`src/rtl/ps2_scan_decoder_if.sv`:
```
// Bus between the PS/2 byte receiver, the scan-code decoder and the console stage.
// in_valid is a one-cycle strobe with no ready; evt_valid is a one-cycle pulse with no backpressure.
interface ps2_scan_decoder_if;
   logic       in_valid;
   logic [7:0] in_data;
   logic       evt_valid;
   logic       evt_make;
   logic       evt_ext;
   logic [7:0] evt_code;
   logic [7:0] evt_ascii;
   logic       key_held;
   logic [7:0] held_code;
   logic [7:0] press_count;
   logic       shift_held;
   logic [1:0] dbg_state;

   modport master (
      output in_valid, in_data,
      input  evt_valid, evt_make, evt_ext, evt_code, evt_ascii,
      input  key_held, held_code, press_count, shift_held, dbg_state
   );

   modport slave (
      input  in_valid, in_data,
      output evt_valid, evt_make, evt_ext, evt_code, evt_ascii,
      output key_held, held_code, press_count, shift_held, dbg_state
   );
endinterface

```
`src/rtl/ps2_scan_decoder.sv`:
```
// Set-2 scan-code decoder: prefix stripping, typematic suppression, held-key tracking, ASCII map.
// Optional macro PS2_SHIFT_EN enables Shift tracking and shifted ASCII.
module ps2_scan_decoder (
   input logic                  clk,
   input logic                  rst_n,
   ps2_scan_decoder_if.slave    bus
);

   typedef enum logic [1:0] {
      IDLE    = 2'd0,
      EXT     = 2'd1,
      BRK     = 2'd2,
      EXT_BRK = 2'd3
   } state_t;

   state_t     state;
   state_t     next_state;
   logic       fin;
   logic       fin_ext;
   logic       fin_brk;
   logic       is_mod;
   logic       held_match;
   logic [7:0] ascii_now;

   logic       evt_valid_r;
   logic       evt_make_r;
   logic       evt_ext_r;
   logic [7:0] evt_code_r;
   logic [7:0] evt_ascii_r;
   logic       key_held_r;
   logic       held_ext_r;
   logic [7:0] held_code_r;
   logic [7:0] press_count_r;
   logic       shift_held_w;

   function automatic logic [7:0] base_ascii(input logic [7:0] code);
      logic [7:0] a;
      case (code)
         8'h1C: a = 8'h61; 8'h32: a = 8'h62; 8'h21: a = 8'h63; 8'h23: a = 8'h64;
         8'h24: a = 8'h65; 8'h2B: a = 8'h66; 8'h34: a = 8'h67; 8'h33: a = 8'h68;
         8'h43: a = 8'h69; 8'h3B: a = 8'h6A; 8'h42: a = 8'h6B; 8'h4B: a = 8'h6C;
         8'h3A: a = 8'h6D; 8'h31: a = 8'h6E; 8'h44: a = 8'h6F; 8'h4D: a = 8'h70;
         8'h15: a = 8'h71; 8'h2D: a = 8'h72; 8'h1B: a = 8'h73; 8'h2C: a = 8'h74;
         8'h3C: a = 8'h75; 8'h2A: a = 8'h76; 8'h1D: a = 8'h77; 8'h22: a = 8'h78;
         8'h35: a = 8'h79; 8'h1A: a = 8'h7A;
         8'h45: a = 8'h30; 8'h16: a = 8'h31; 8'h1E: a = 8'h32; 8'h26: a = 8'h33;
         8'h25: a = 8'h34; 8'h2E: a = 8'h35; 8'h36: a = 8'h36; 8'h3D: a = 8'h37;
         8'h3E: a = 8'h38; 8'h46: a = 8'h39;
         8'h29: a = 8'h20; 8'h5A: a = 8'h0D; 8'h66: a = 8'h08;
         default: a = 8'h00;
      endcase
      return a;
   endfunction

`ifdef PS2_SHIFT_EN
   logic shift_l;
   logic shift_r;

   // Letters shift by clearing bit 5; digits use the US keyboard symbol row.
   function automatic logic [7:0] shifted_ascii(input logic [7:0] code);
      logic [7:0] b;
      logic [7:0] a;
      b = base_ascii(code);
      case (code)
         8'h16: a = 8'h21; 8'h1E: a = 8'h40; 8'h26: a = 8'h23; 8'h25: a = 8'h24;
         8'h2E: a = 8'h25; 8'h36: a = 8'h5E; 8'h3D: a = 8'h26; 8'h3E: a = 8'h2A;
         8'h46: a = 8'h28; 8'h45: a = 8'h29;
         default: a = (b >= 8'h61 && b <= 8'h7A) ? (b - 8'h20) : b;
      endcase
      return a;
   endfunction

   assign shift_held_w = shift_l | shift_r;
`else
   assign shift_held_w = 1'b0;
`endif

   always_comb begin
      next_state = state;
      fin        = 1'b0;
      fin_ext    = 1'b0;
      fin_brk    = 1'b0;
      case (state)
         IDLE: begin
            if (bus.in_data == 8'hE0)      next_state = EXT;
            else if (bus.in_data == 8'hF0) next_state = BRK;
            else if (bus.in_data == 8'h00 || bus.in_data == 8'hAA ||
                     bus.in_data == 8'hE1 || bus.in_data == 8'hEE ||
                     bus.in_data == 8'hFA || bus.in_data == 8'hFE ||
                     bus.in_data == 8'hFF) next_state = IDLE;
            else                           fin = 1'b1;
         end
         EXT: begin
            if (bus.in_data == 8'hF0)      next_state = EXT_BRK;
            else if (bus.in_data == 8'hE0) next_state = EXT;
            else begin
               fin     = 1'b1;
               fin_ext = 1'b1;
            end
         end
         BRK: begin
            if (bus.in_data == 8'hE0)      next_state = EXT_BRK;
            else if (bus.in_data == 8'hF0) next_state = BRK;
            else begin
               fin     = 1'b1;
               fin_brk = 1'b1;
            end
         end
         default: begin
            if (bus.in_data == 8'hE0 || bus.in_data == 8'hF0) next_state = EXT_BRK;
            else begin
               fin     = 1'b1;
               fin_ext = 1'b1;
               fin_brk = 1'b1;
            end
         end
      endcase
      if (fin) next_state = IDLE;
      fin = fin & bus.in_valid;
   end

   assign is_mod     = !fin_ext && (bus.in_data == 8'h12 || bus.in_data == 8'h59);
   assign held_match = key_held_r && (held_ext_r == fin_ext) && (held_code_r == bus.in_data);

   always_comb begin
      ascii_now = 8'h00;
      if (!fin_ext) begin
`ifdef PS2_SHIFT_EN
         ascii_now = shift_held_w ? shifted_ascii(bus.in_data) : base_ascii(bus.in_data);
`else
         ascii_now = base_ascii(bus.in_data);
`endif
      end
   end

   always_ff @(posedge clk) begin
      if (!rst_n) begin
         state         <= IDLE;
         evt_valid_r   <= 1'b0;
         evt_make_r    <= 1'b0;
         evt_ext_r     <= 1'b0;
         evt_code_r    <= 8'h00;
         evt_ascii_r   <= 8'h00;
         key_held_r    <= 1'b0;
         held_ext_r    <= 1'b0;
         held_code_r   <= 8'h00;
         press_count_r <= 8'h00;
`ifdef PS2_SHIFT_EN
         shift_l       <= 1'b0;
         shift_r       <= 1'b0;
`endif
      end else begin
         evt_valid_r <= 1'b0;
         if (bus.in_valid) state <= next_state;
         if (fin) begin
            if (is_mod) begin
`ifdef PS2_SHIFT_EN
               if (bus.in_data == 8'h12) shift_l <= !fin_brk;
               else                      shift_r <= !fin_brk;
`endif
            end else if (!fin_brk) begin
               // A make of the key already down is typematic repeat and is swallowed.
               if (!held_match) begin
                  evt_valid_r   <= 1'b1;
                  evt_make_r    <= 1'b1;
                  evt_ext_r     <= fin_ext;
                  evt_code_r    <= bus.in_data;
                  evt_ascii_r   <= ascii_now;
                  key_held_r    <= 1'b1;
                  held_ext_r    <= fin_ext;
                  held_code_r   <= bus.in_data;
                  press_count_r <= press_count_r + 8'd1;
               end
            end else begin
               evt_valid_r <= 1'b1;
               evt_make_r  <= 1'b0;
               evt_ext_r   <= fin_ext;
               evt_code_r  <= bus.in_data;
               evt_ascii_r <= ascii_now;
               if (held_match) begin
                  key_held_r  <= 1'b0;
                  held_ext_r  <= 1'b0;
                  held_code_r <= 8'h00;
               end
            end
         end
      end
   end

   assign bus.evt_valid   = evt_valid_r;
   assign bus.evt_make    = evt_make_r;
   assign bus.evt_ext     = evt_ext_r;
   assign bus.evt_code    = evt_code_r;
   assign bus.evt_ascii   = evt_ascii_r;
   assign bus.key_held    = key_held_r;
   assign bus.held_code   = held_code_r;
   assign bus.press_count = press_count_r;
   assign bus.shift_held  = shift_held_w;
   assign bus.dbg_state   = state;

endmodule

```
`src/flat_wrapper.sv`:
```
// flat-port wrapper written by rule: the top's interface ports become plain ports
module ps2_scan_decoder_flat 
  (clk, rst_n, bus_in_valid, bus_in_data, bus_evt_valid, bus_evt_make, bus_evt_ext, bus_evt_code, bus_evt_ascii, bus_key_held, bus_held_code, bus_press_count, bus_shift_held, bus_dbg_state);
  ps2_scan_decoder_if bus_i ();
  input logic clk;
  input logic rst_n;
  input wire logic [$bits(bus_i.in_valid)-1:0] bus_in_valid;
  input wire logic [$bits(bus_i.in_data)-1:0] bus_in_data;
  output wire logic [$bits(bus_i.evt_valid)-1:0] bus_evt_valid;
  output wire logic [$bits(bus_i.evt_make)-1:0] bus_evt_make;
  output wire logic [$bits(bus_i.evt_ext)-1:0] bus_evt_ext;
  output wire logic [$bits(bus_i.evt_code)-1:0] bus_evt_code;
  output wire logic [$bits(bus_i.evt_ascii)-1:0] bus_evt_ascii;
  output wire logic [$bits(bus_i.key_held)-1:0] bus_key_held;
  output wire logic [$bits(bus_i.held_code)-1:0] bus_held_code;
  output wire logic [$bits(bus_i.press_count)-1:0] bus_press_count;
  output wire logic [$bits(bus_i.shift_held)-1:0] bus_shift_held;
  output wire logic [$bits(bus_i.dbg_state)-1:0] bus_dbg_state;
  assign bus_i.in_valid = bus_in_valid;
  assign bus_i.in_data = bus_in_data;
  assign bus_evt_valid = bus_i.evt_valid;
  assign bus_evt_make = bus_i.evt_make;
  assign bus_evt_ext = bus_i.evt_ext;
  assign bus_evt_code = bus_i.evt_code;
  assign bus_evt_ascii = bus_i.evt_ascii;
  assign bus_key_held = bus_i.key_held;
  assign bus_held_code = bus_i.held_code;
  assign bus_press_count = bus_i.press_count;
  assign bus_shift_held = bus_i.shift_held;
  assign bus_dbg_state = bus_i.dbg_state;
  ps2_scan_decoder u_core (.clk(clk), .rst_n(rst_n), .bus(bus_i));
endmodule
```
`config.mk`:
```
export PLATFORM = sky130hd
export DESIGN_NAME = ps2_scan_decoder_flat
export DESIGN_NICKNAME = d
export VERILOG_FILES = /design/src/rtl/ps2_scan_decoder_if.sv /design/src/rtl/ps2_scan_decoder.sv /design/src/flat_wrapper.sv
export SDC_FILE = /design/constraint.sdc
export NUM_CORES = 1
export LEC_CHECK = 0
export CELL_PAD_IN_SITES_DETAIL_PLACEMENT = 1
export CELL_PAD_IN_SITES_GLOBAL_PLACEMENT = 1
export CORE_UTILIZATION = 39
export DETAILED_ROUTE_END_ITERATION = 6
export MAX_ROUTING_LAYER = met4
export PLACE_DENSITY = 0.86
export SYNTH_ARGS = -nofsm -noshare
export SYNTH_HDL_FRONTEND = slang
export SYNTH_SLANG_ARGS = --single-unit
```
`constraint.sdc`:
```
create_clock -name clk -period 3.6 [get_ports clk]
set_input_delay 0.9 -clock clk [delete_from_list [all_inputs] [get_ports clk]]
set_output_delay 0.9 -clock clk [all_outputs]
set_load 0.01 [all_outputs]
```
==> results.md, run 1 <==
- The number of setup buffers added after CTS is 0.
- For this design the static power due to leakage is 1.41 nW.
- The cell taking the most area after synthesis is dfxtp_1.
- The area enclosed by the die boundary is 7860 sq um.
- The number of non-filler instances in the completed layout is 533.
- The top flip-flop cell by instance count after synthesis is dfxtp_1.
- Setup repair after global routing left no endpoint under its margin.
- The completed layout was analyzed and its total power is 0.00106 W.
- In this run the count of I/O pins placed on the die edge is 50.
- After clock tree synthesis, the clock-pin slew on the worst setup and hold paths is 80 ps.
- The worst IR drop on VDD is 0.142 mV.
- Counting distinct cell types in the post-synthesis netlist gives 63.
- The horizontal die dimension is 88.7 microns.
- After legalization and detailed placement, the total HPWL measured 7570 microns.
- After synthesis the netlist holds a flip-flop and latch count of 38.
- In this run the worst path has a maximum fanout of 11.
- The signal on the critical path passes through clkdlybuf4s50_1, inv_1, ha_1, or3b_4, buf_4, or2_2, nand3_2, a2111o_1, or2_0, o22ai_1.
- The average instance area after synthesis is 7.79 sq um.
- The longest clock path from root to sink contains 2 buffers.
- Entering global routing, the biggest net connects 43 pins.
- At the later pin of the worst-skew pair, clock insertion delay measures 300 ps.
- The count of nets left with antenna violations once routing finished came out at 0.
- After clock tree synthesis, the repair step resized 0 gates.
- For this run, the share of the core covered by cells in the final layout is 51.3%.
- The number of buffer cells added on primary ports is 47.
- Across the routed clock network, the largest skew measured is 5.31 ps.
- The number of enable-type register cells in the synthesized netlist is 0.
- The power density relative to cell area is 284 nW/um^2.
- The class of the tightest hold or removal check is flop to flop.
- The total routing usage reported by global routing is 27.5%.
- The via count of the first global-routing pass came to 3048.
- STA classifies the critical path startpoint as a primary input.
- Summing over every cut layer, the via total after detailed routing is 3100.
- The post-detailed-routing wire length is 10100 microns.
- The tool flagged a number of max-cap violations equal to 0.
- Sorting the synthesized cells by area gives the leading types as dfxtp_1 (26%), mux2i_1 (8.2%), nand2_1 (7.9%), ha_1 (5.1%), a21oi_1 (4.1%).
- The number of iterations in the first detailed-routing pass is 4.
- The routed length per placed instance is 19.0 microns.
- From bottom edge to top edge, the die measures 88.7 microns.
- The category of the worst setup path capture point is a flop.
- Among all stages on the critical path, the largest delay is contributed by clkdlybuf4s50_1.
- The worst setup timing slack at the placement stage is -52.5 ps.
- Compared with the post-synthesis result, the final layout area differs by 27.0%.
- Setup violations remaining at the end of the flow were counted as 0.
- The CTS H-tree depth is 2.
- In this run, post-CTS hold repair placed 0 buffers.
- The cell row count is 31.
- Of all flip-flops after synthesis, the portion carrying an async set or reset was 0%.
- The normalized max-slew margin is 58.5%.
- The total area inside the core boundary comes to 7250 sq um.
- At the worst endpoint, the arrival time is 3560 ps.
- 0 antenna diodes ended up in the layout.
- The count of final hold-check violations is 0.
- The number of antenna violations at the first check in global routing is 0.
- The worst setup path is of the primary input to flop kind.
- TritonCTS built the clock tree.
- Synthesis produced 376 cells.
- The actual transition at the worst max-transition pin is 614 ps.
- The shortest clock period the worst path allows after layout is 3410 ps.
- In this run the clock root is driven by a clkbuf_8.
- The iteration-0 DRC count of the detailed router is 163.
- The area share of the leading cell type in the synthesized netlist is 26.0%.
- The synthesized netlist occupies a cell area of 2930 sq um.
- Summed over all failing endpoints, the final setup total negative slack is 0 ps.
- In the post-route analysis, the smallest setup slack over all paths is 191 ps.
- Summed over all layers, the global routing overflow is 0.
- The maximum clock rate is 293 MHz.
- The number of warnings reported in the yosys synthesis log is 0.
- The effective utilization at floorplan is 40.4%.
- The sequential cell area fraction in the yosys report is 26.0%.
- The critical path data required time is 3760 ps.
- The first global-routing pass estimated 16000 microns of wire.
- The count of final max-slew check failures was 0.
- For this run, the post-layout net count is 456.
- In the routed layout, each cell is associated on average with a via count of 5.82.
- The DRC violation count after routing is 0.
- The tree built by TritonCTS fans out to 38 sinks.
- TritonCTS created 5 clock buffers.
- The buffer and inverter count on the worst path is 3.
- The share of final-layout standard cells stronger than drive strength 1 is 14.1%.
- Of the available clock period, the critical path in the final layout requires 94.7%.
- The last weighted congestion value of the routability-driven placer is 0.954.
- On the worst path, the slowest cell contributes a delay of 430 ps.
- The flow ran to the end, and the final reports show no timing, DRC or antenna violations.
- The family with the most delay on the worst path is simple AND/OR/NAND/NOR gates.
- The cell count after placement is 525.
-- final timing paths --
path / from / to / slack, ps / cells past startpoint
hold / removal: u_core.bus.evt_code[7] / u_core.bus.evt_code[7] / 460 / 2
hold reg to reg: u_core.bus.evt_code[7] / u_core.bus.evt_code[7] / 460 / 2
setup / recovery: bus_in_data[1] / u_core.bus.held_code[0] / 190 / 10
setup reg to reg: u_core.bus.dbg_state[1] / u_core.bus.held_code[0] / 980 / 8
-- area by class of cell --
cell class              instances  area [sq um]
fillers                       907          3530
multi-input cells             295          1950
flip-flops and latches         38           761
repair buffers                 80           743
well taps                      99           124
clock buffers                   6          82.6
inverters                      13          48.8
clock inverters                 2          12.5
-- per-stage QoR --
stage          instance area, sq um  hold slack [ps]
3_3_place_gp                   3630              442
6_report                       3720              460
2_1_floorplan                  2930              479
4_1_cts                        3720              463
5_1_grt                        3720              495
3_5_place_dp                   3630              448
-- worst min-delay path: stages (launching register included) --
cell	delay (ps)
dfxtp_1	310
nand2_1	50
mux2i_1	50
-- where the power goes --
part / internal, W / total [W] / leakage, nW / switching, W
registers: 0.000439 / 0.000456 / 0.311 / 0.0000166
logic: 0.000123 / 0.000277 / 1.06 / 0.000154
clock network: 0.000154 / 0.000323 / 0.0472 / 0.000169
total: 0.000716 / 0.00106 / 1.41 / 0.000339
-- cell usage after synthesis (all sizes together), types with 2 or more instances --
library cell / count
or4: 5
mux2i: 24
o211ai: 3
o22ai: 11
nand4: 2
o21a: 3
o32ai: 2
a211oi: 4
o311ai: 2
nor4: 4
or3b: 2
nand2b: 12
dfxtp: 38
a21boi: 4
and3: 2
and2: 3
clkbuf: 14
a211o: 2
o41ai: 4
o21ai: 19
a31oi: 4
nor2: 23
nor3b: 2
buf: 17
o31ai: 8
ha: 12
nand2: 62
a21oi: 25
xnor2: 8
nor3: 6
inv: 12
or2: 5
nand3: 14
-- layout by cell type (no fill, tap or decap), types with 3 or more instances in the layout --
master / count
inv_1: 12
clkdlybuf4s50_1: 47
dfxtp_1: 38
a31oi_1: 4
clkbuf_8: 6
nor2_1: 23
nand3_1: 11
mux2i_1: 24
or2_2: 4
o22ai_1: 11
a211oi_1: 4
nand2b_1: 12
or4_1: 5
o211ai_1: 3
o41ai_1: 4
a21oi_1: 24
buf_4: 31
nand2_1: 62
ha_1: 12
o21a_1: 3
nor3_1: 6
nand3_2: 3
and2_1: 3
a21boi_0: 3
o31ai_1: 8
o21ai_0: 16
xnor2_1: 8
-- per-layer routing --
metal  wire length, microns  global-route usage [%]  vias to the layer above
li1                       -                       -                     1458
met5                      0                       -                        -
met2                   5170                    46.8                       92
met1                   4370                    33.8                     1531
met4                    208                    8.80                        0
met3                    381                    2.99                       19
-- kinds of logic after synthesis --
| family | share of synthesized area, % |
|---|---|
| AND/OR/NAND/NOR | 25.7 |
| XOR/XNOR | 3.33 |
| flip-flops | 26.0 |
| adder cells (fa/ha/maj) | 5.12 |
| multiplexers | 8.20 |
| buffers and inverters | 7.64 |
| other | 0.128 |
| AO/OA/AOI/OAI | 23.9 |
-- state kept, by name, summed over array words and instances, names as in the netlist --
signal                  flops
u_core.bus.evt_code         8
u_core.bus.held_code        8
u_core.bus.evt_ascii        7
u_core.bus.key_held         1
u_core.held_ext_r           1
u_core.bus.press_count      8
u_core.bus.evt_valid        1
u_core.bus.evt_ext          1
u_core.bus.dbg_state        2
u_core.bus.evt_make         1
Note: power is estimated with default switching activity, not from simulation.
==> run 2, diff against run 1 <==
--- a/config.mk
+++ b/config.mk
@@ -5,6 +5,7 @@
 export SDC_FILE = /design/constraint.sdc
 export NUM_CORES = 1
 export LEC_CHECK = 0
+export ABC_CLOCK_PERIOD_IN_PS = 3600
 export CELL_PAD_IN_SITES_DETAIL_PLACEMENT = 1
 export CELL_PAD_IN_SITES_GLOBAL_PLACEMENT = 1
 export CORE_UTILIZATION = 39
==> results of run 2 <==
The final DEF is identical to that of run 1; final timing and power are the same.
==> run 3, diff against run 2 <==
--- a/config.mk
+++ b/config.mk
@@ -5,13 +5,13 @@
 export SDC_FILE = /design/constraint.sdc
 export NUM_CORES = 1
 export LEC_CHECK = 0
-export ABC_CLOCK_PERIOD_IN_PS = 3600
+export ABC_CLOCK_PERIOD_IN_PS = 2810
 export CELL_PAD_IN_SITES_DETAIL_PLACEMENT = 1
 export CELL_PAD_IN_SITES_GLOBAL_PLACEMENT = 1
-export CORE_UTILIZATION = 39
+export CORE_UTILIZATION = 36
 export DETAILED_ROUTE_END_ITERATION = 6
 export MAX_ROUTING_LAYER = met4
-export PLACE_DENSITY = 0.86
+export PLACE_DENSITY = 0.84
 export SYNTH_ARGS = -nofsm -noshare
 export SYNTH_HDL_FRONTEND = slang
 export SYNTH_SLANG_ARGS = --single-unit
==> constraint.sdc (replaced) <==
create_clock -name clk -period 2.81 [get_ports clk]
set_input_delay 0.7025 -clock clk [delete_from_list [all_inputs] [get_ports clk]]
set_output_delay 0.7025 -clock clk [all_outputs]
set_load 0.01 [all_outputs]
==> run 3 against run 2 <==
  * Clock-buffer cell count unchanged
  * Final cell count up 7.1%
  * Worst setup slack worse by 130 ps
  * Critical path depth unchanged
  * Die area up 8.1%
  * Critical endpoint is now u_core.bus.held_code[3]
==> results.md, run 3 (synthesized netlist as in run 1, its figures left out) <==
- The run finished with clean final reports.
- The net count of the finished layout is 491.
- The floorplan has 32 rows.
- The path with the worst hold slack has its endpoint at u_core.bus.evt_ascii[5].
- The worst-case IR drop observed on VDD is 0.198 mV.
- The routed via count is 3257.
- The effective utilization at floorplan is 37.5%.
- The CTS H-tree depth is 2.
- The actual transition at the worst max-transition pin is 499 ps.
- The final critical path takes up 97.9% of the cycle.
- Counting the fill cells in the layout gives 959.
- The number of antenna violations at the first check in global routing is 0.
- The shortest clock period the worst path allows after layout is 2750 ps.
- The residual overflow from global routing is 0.
- Entering global routing, the biggest net connects 43 pins.
- Setup repair after global routing left no endpoint under its margin.
- The TritonCTS clock tree is built.
- The floorplan step set the die height to 92.2 microns.
- Setup violations remaining at the end of the flow were counted as 0.
- Cells with a size suffix above 1 make up 24.9% of the layout.
- Counting the buffers created by CTS gives 5.
- The number of placed I/O pins is 50.
- After clock tree synthesis, the clock-pin slew on the worst setup and hold paths is 90 ps.
- The number of nets still failing antenna checks after routing is 0.
- The critical path data arrival time is 2940 ps.
- In this run, the number of DRC markers left after iteration 0 of detailed routing was 150.
- The power density relative to cell area is 382 nW/um^2.
- Of all nets on the critical path, the largest fanout is 10.
- The most common cell after layout, fill and taps aside is nand2_1.
- The max-capacitance violation count is 0.
- The hold-fix buffer count after cts is 0.
- The startpoint identified for the worst hold timing path is u_core.bus.evt_ascii[5].
- The area overhead of the layout relative to synthesis is 42.0%.
- The slack of the worst reg-to-reg path is 150 ps.
- After detailed routing, the total wire length is 11200 microns.
- The repair_antennas step left the layout with diodes totalling 0.
- The tightest min-delay check is of the flop to flop type.
- The placed instances occupy a cell area of 3880 sq um.
- The startpoint of the worst register-to-register path is u_core.bus.dbg_state[1].
- The clock latency of the later-clocked register in the worst-skew pair is 310 ps.
- The normalized max-slew margin is 66.7%.
- The floorplan step defined a die boundary enclosing 8500 sq um.
- The first global-routing pass estimated 18100 microns of wire.
- Before antenna repair, the detailed router went through 4 iterations.
- After floorplanning, the core was sized to cover 7810 sq um.
- Derived from the worst setup path, the maximum achievable clock frequency is 364 MHz.
- The kind of launch point of the worst setup path is a primary input.
- The number of stages on the worst hold path is 2.
- The worst setup path is captured at a flop.
- The floorplan step set the die width to 92.2 microns.
- The total routing usage reported by global routing is 27.9%.
- The worst setup timing slack at the placement stage is -681 ps.
- The number of buffer cells added on primary ports is 47.
- For this design the static power due to leakage is 1.65 nW.
- In the layout the commonest cells are nand2_1 (62), buf_4 (61), clkdlybuf4s50_1 (43).
- After detailed routing, the average wire length per cell comes to 19.7 microns.
- The classification of the worst setup path is primary input to flop.
- The count of final hold-check violations was 0.
- At the worst endpoint, the required time is 3000 ps.
- The via count of the first global-routing pass is 3492.
- The placed wire-length estimate after detailed placement is 7830 microns.
- The tree is rooted in a clkbuf_8.
- The reg-to-reg endpoint is u_core.bus.press_count[4].
- The slack of the critical path is 59.2 ps.
- The count of final max-slew check failures is 0.
- The worst-case reg-to-reg path depth is 8.
- For this run, design rule violations remaining after detail routing come to 0.
- The clock drives 38 sinks.
- The last weighted congestion value of the routability-driven placer is 0.955.
- The number of vias per cell after detailed routing is 5.70.
- Across the routed clock network, the largest skew measured is 7.10 ps.
- The area of all placed cells without fillers is 4160 sq um.
- The maximum count of clock buffers along a single path is 2.
## run 3: cell count changes in the layout (fill, tap and decap cells not counted), sizes merged
cell	before	now
bufinv	0	2
dlymetal6s2s	0	2
clkbuf	6	7
clkinv	2	1
buf	33	68
clkinvlp	1	0
a2111o	1	2
clkdlybuf4s50	47	43
## run 3: how the worst max path moves through the flow
stage	start	slack [ps]	endpoint
after floorplan	bus_in_data[1]	-30	u_core.bus.press_count[0]
after global placement	bus_in_data[1]	-580	u_core.bus.press_count[6]
after detailed placement	bus_in_data[1]	-680	u_core.bus.held_code[1]
after CTS	bus_in_data[1]	0.6	u_core.bus.press_count[3]
after global routing	bus_in_data[5]	1	u_core.bus.held_code[7]
final	bus_in_data[6]	60	u_core.bus.held_code[3]
## run 3: where the power goes
part           internal (W)  switching, W  total [W]
Sequential         0.000562     0.0000227   0.000585
Combinational      0.000187      0.000215   0.000402
Clock              0.000379      0.000224   0.000603
Total               0.00113      0.000461    0.00159
## run 3: routing by layer
layer | track usage [%] | vias to the layer above | share of wire [%]
li1 | - | 1527 | -
met3 | 4.06 | 34 | 3.5
met5 | - | - | 0
met1 | 30.5 | 1596 | 40
met2 | 49.9 | 100 | 53
met4 | 12.8 | 0 | 3.7
## run 3: final cells by class
type	instances	area [sq um]	area share, %
Multi-Input combinational cell	296	2070	49.6
Timing Repair Buffer	114	1010	24.2
Sequential cell	38	761	18.3
Tap cell	102	128	3.07
Clock buffer	6	82.6	1.98
Clock inverter	2	60.1	1.44
Inverter	13	56.3	1.35
## run 3: worst max-delay path, stage by stage
cell and delay [ps]:
clkdlybuf4s50_1 430, buf_4 190, xnor2_1 230, nand4_1 160, nor3_1 360, buf_4 220, a21oi_2 70, nor4b_4 290
buf_6 180, o22ai_1 100
## run 3: what timing repair did
action,CTS,global route
gates cloned,1,0
setup buffers,0,3
endpoints found under the hold margin,0,0
endpoints found under the setup margin,38,34
resized for setup,17,20
pin swaps,4,7
## run 3: through the flow
stage | setup TNS (ps) | total power, W | hold WS (ps) | cells | utilization [%]
2_1_floorplan | -52.2 | 0.000801 | 479 | 377 | -
3_3_place_gp | -16710 | 0.000956 | 443 | 559 | 49.7
3_5_place_dp | -19940 | 0.000973 | 458 | 559 | 49.7
4_1_cts | 0 | 0.00159 | 474 | 568 | 52.3
5_1_grt | 0 | 0.00165 | 484 | 571 | 53.3
6_report | 0 | 0.00159 | 470 | 571 | 53.3
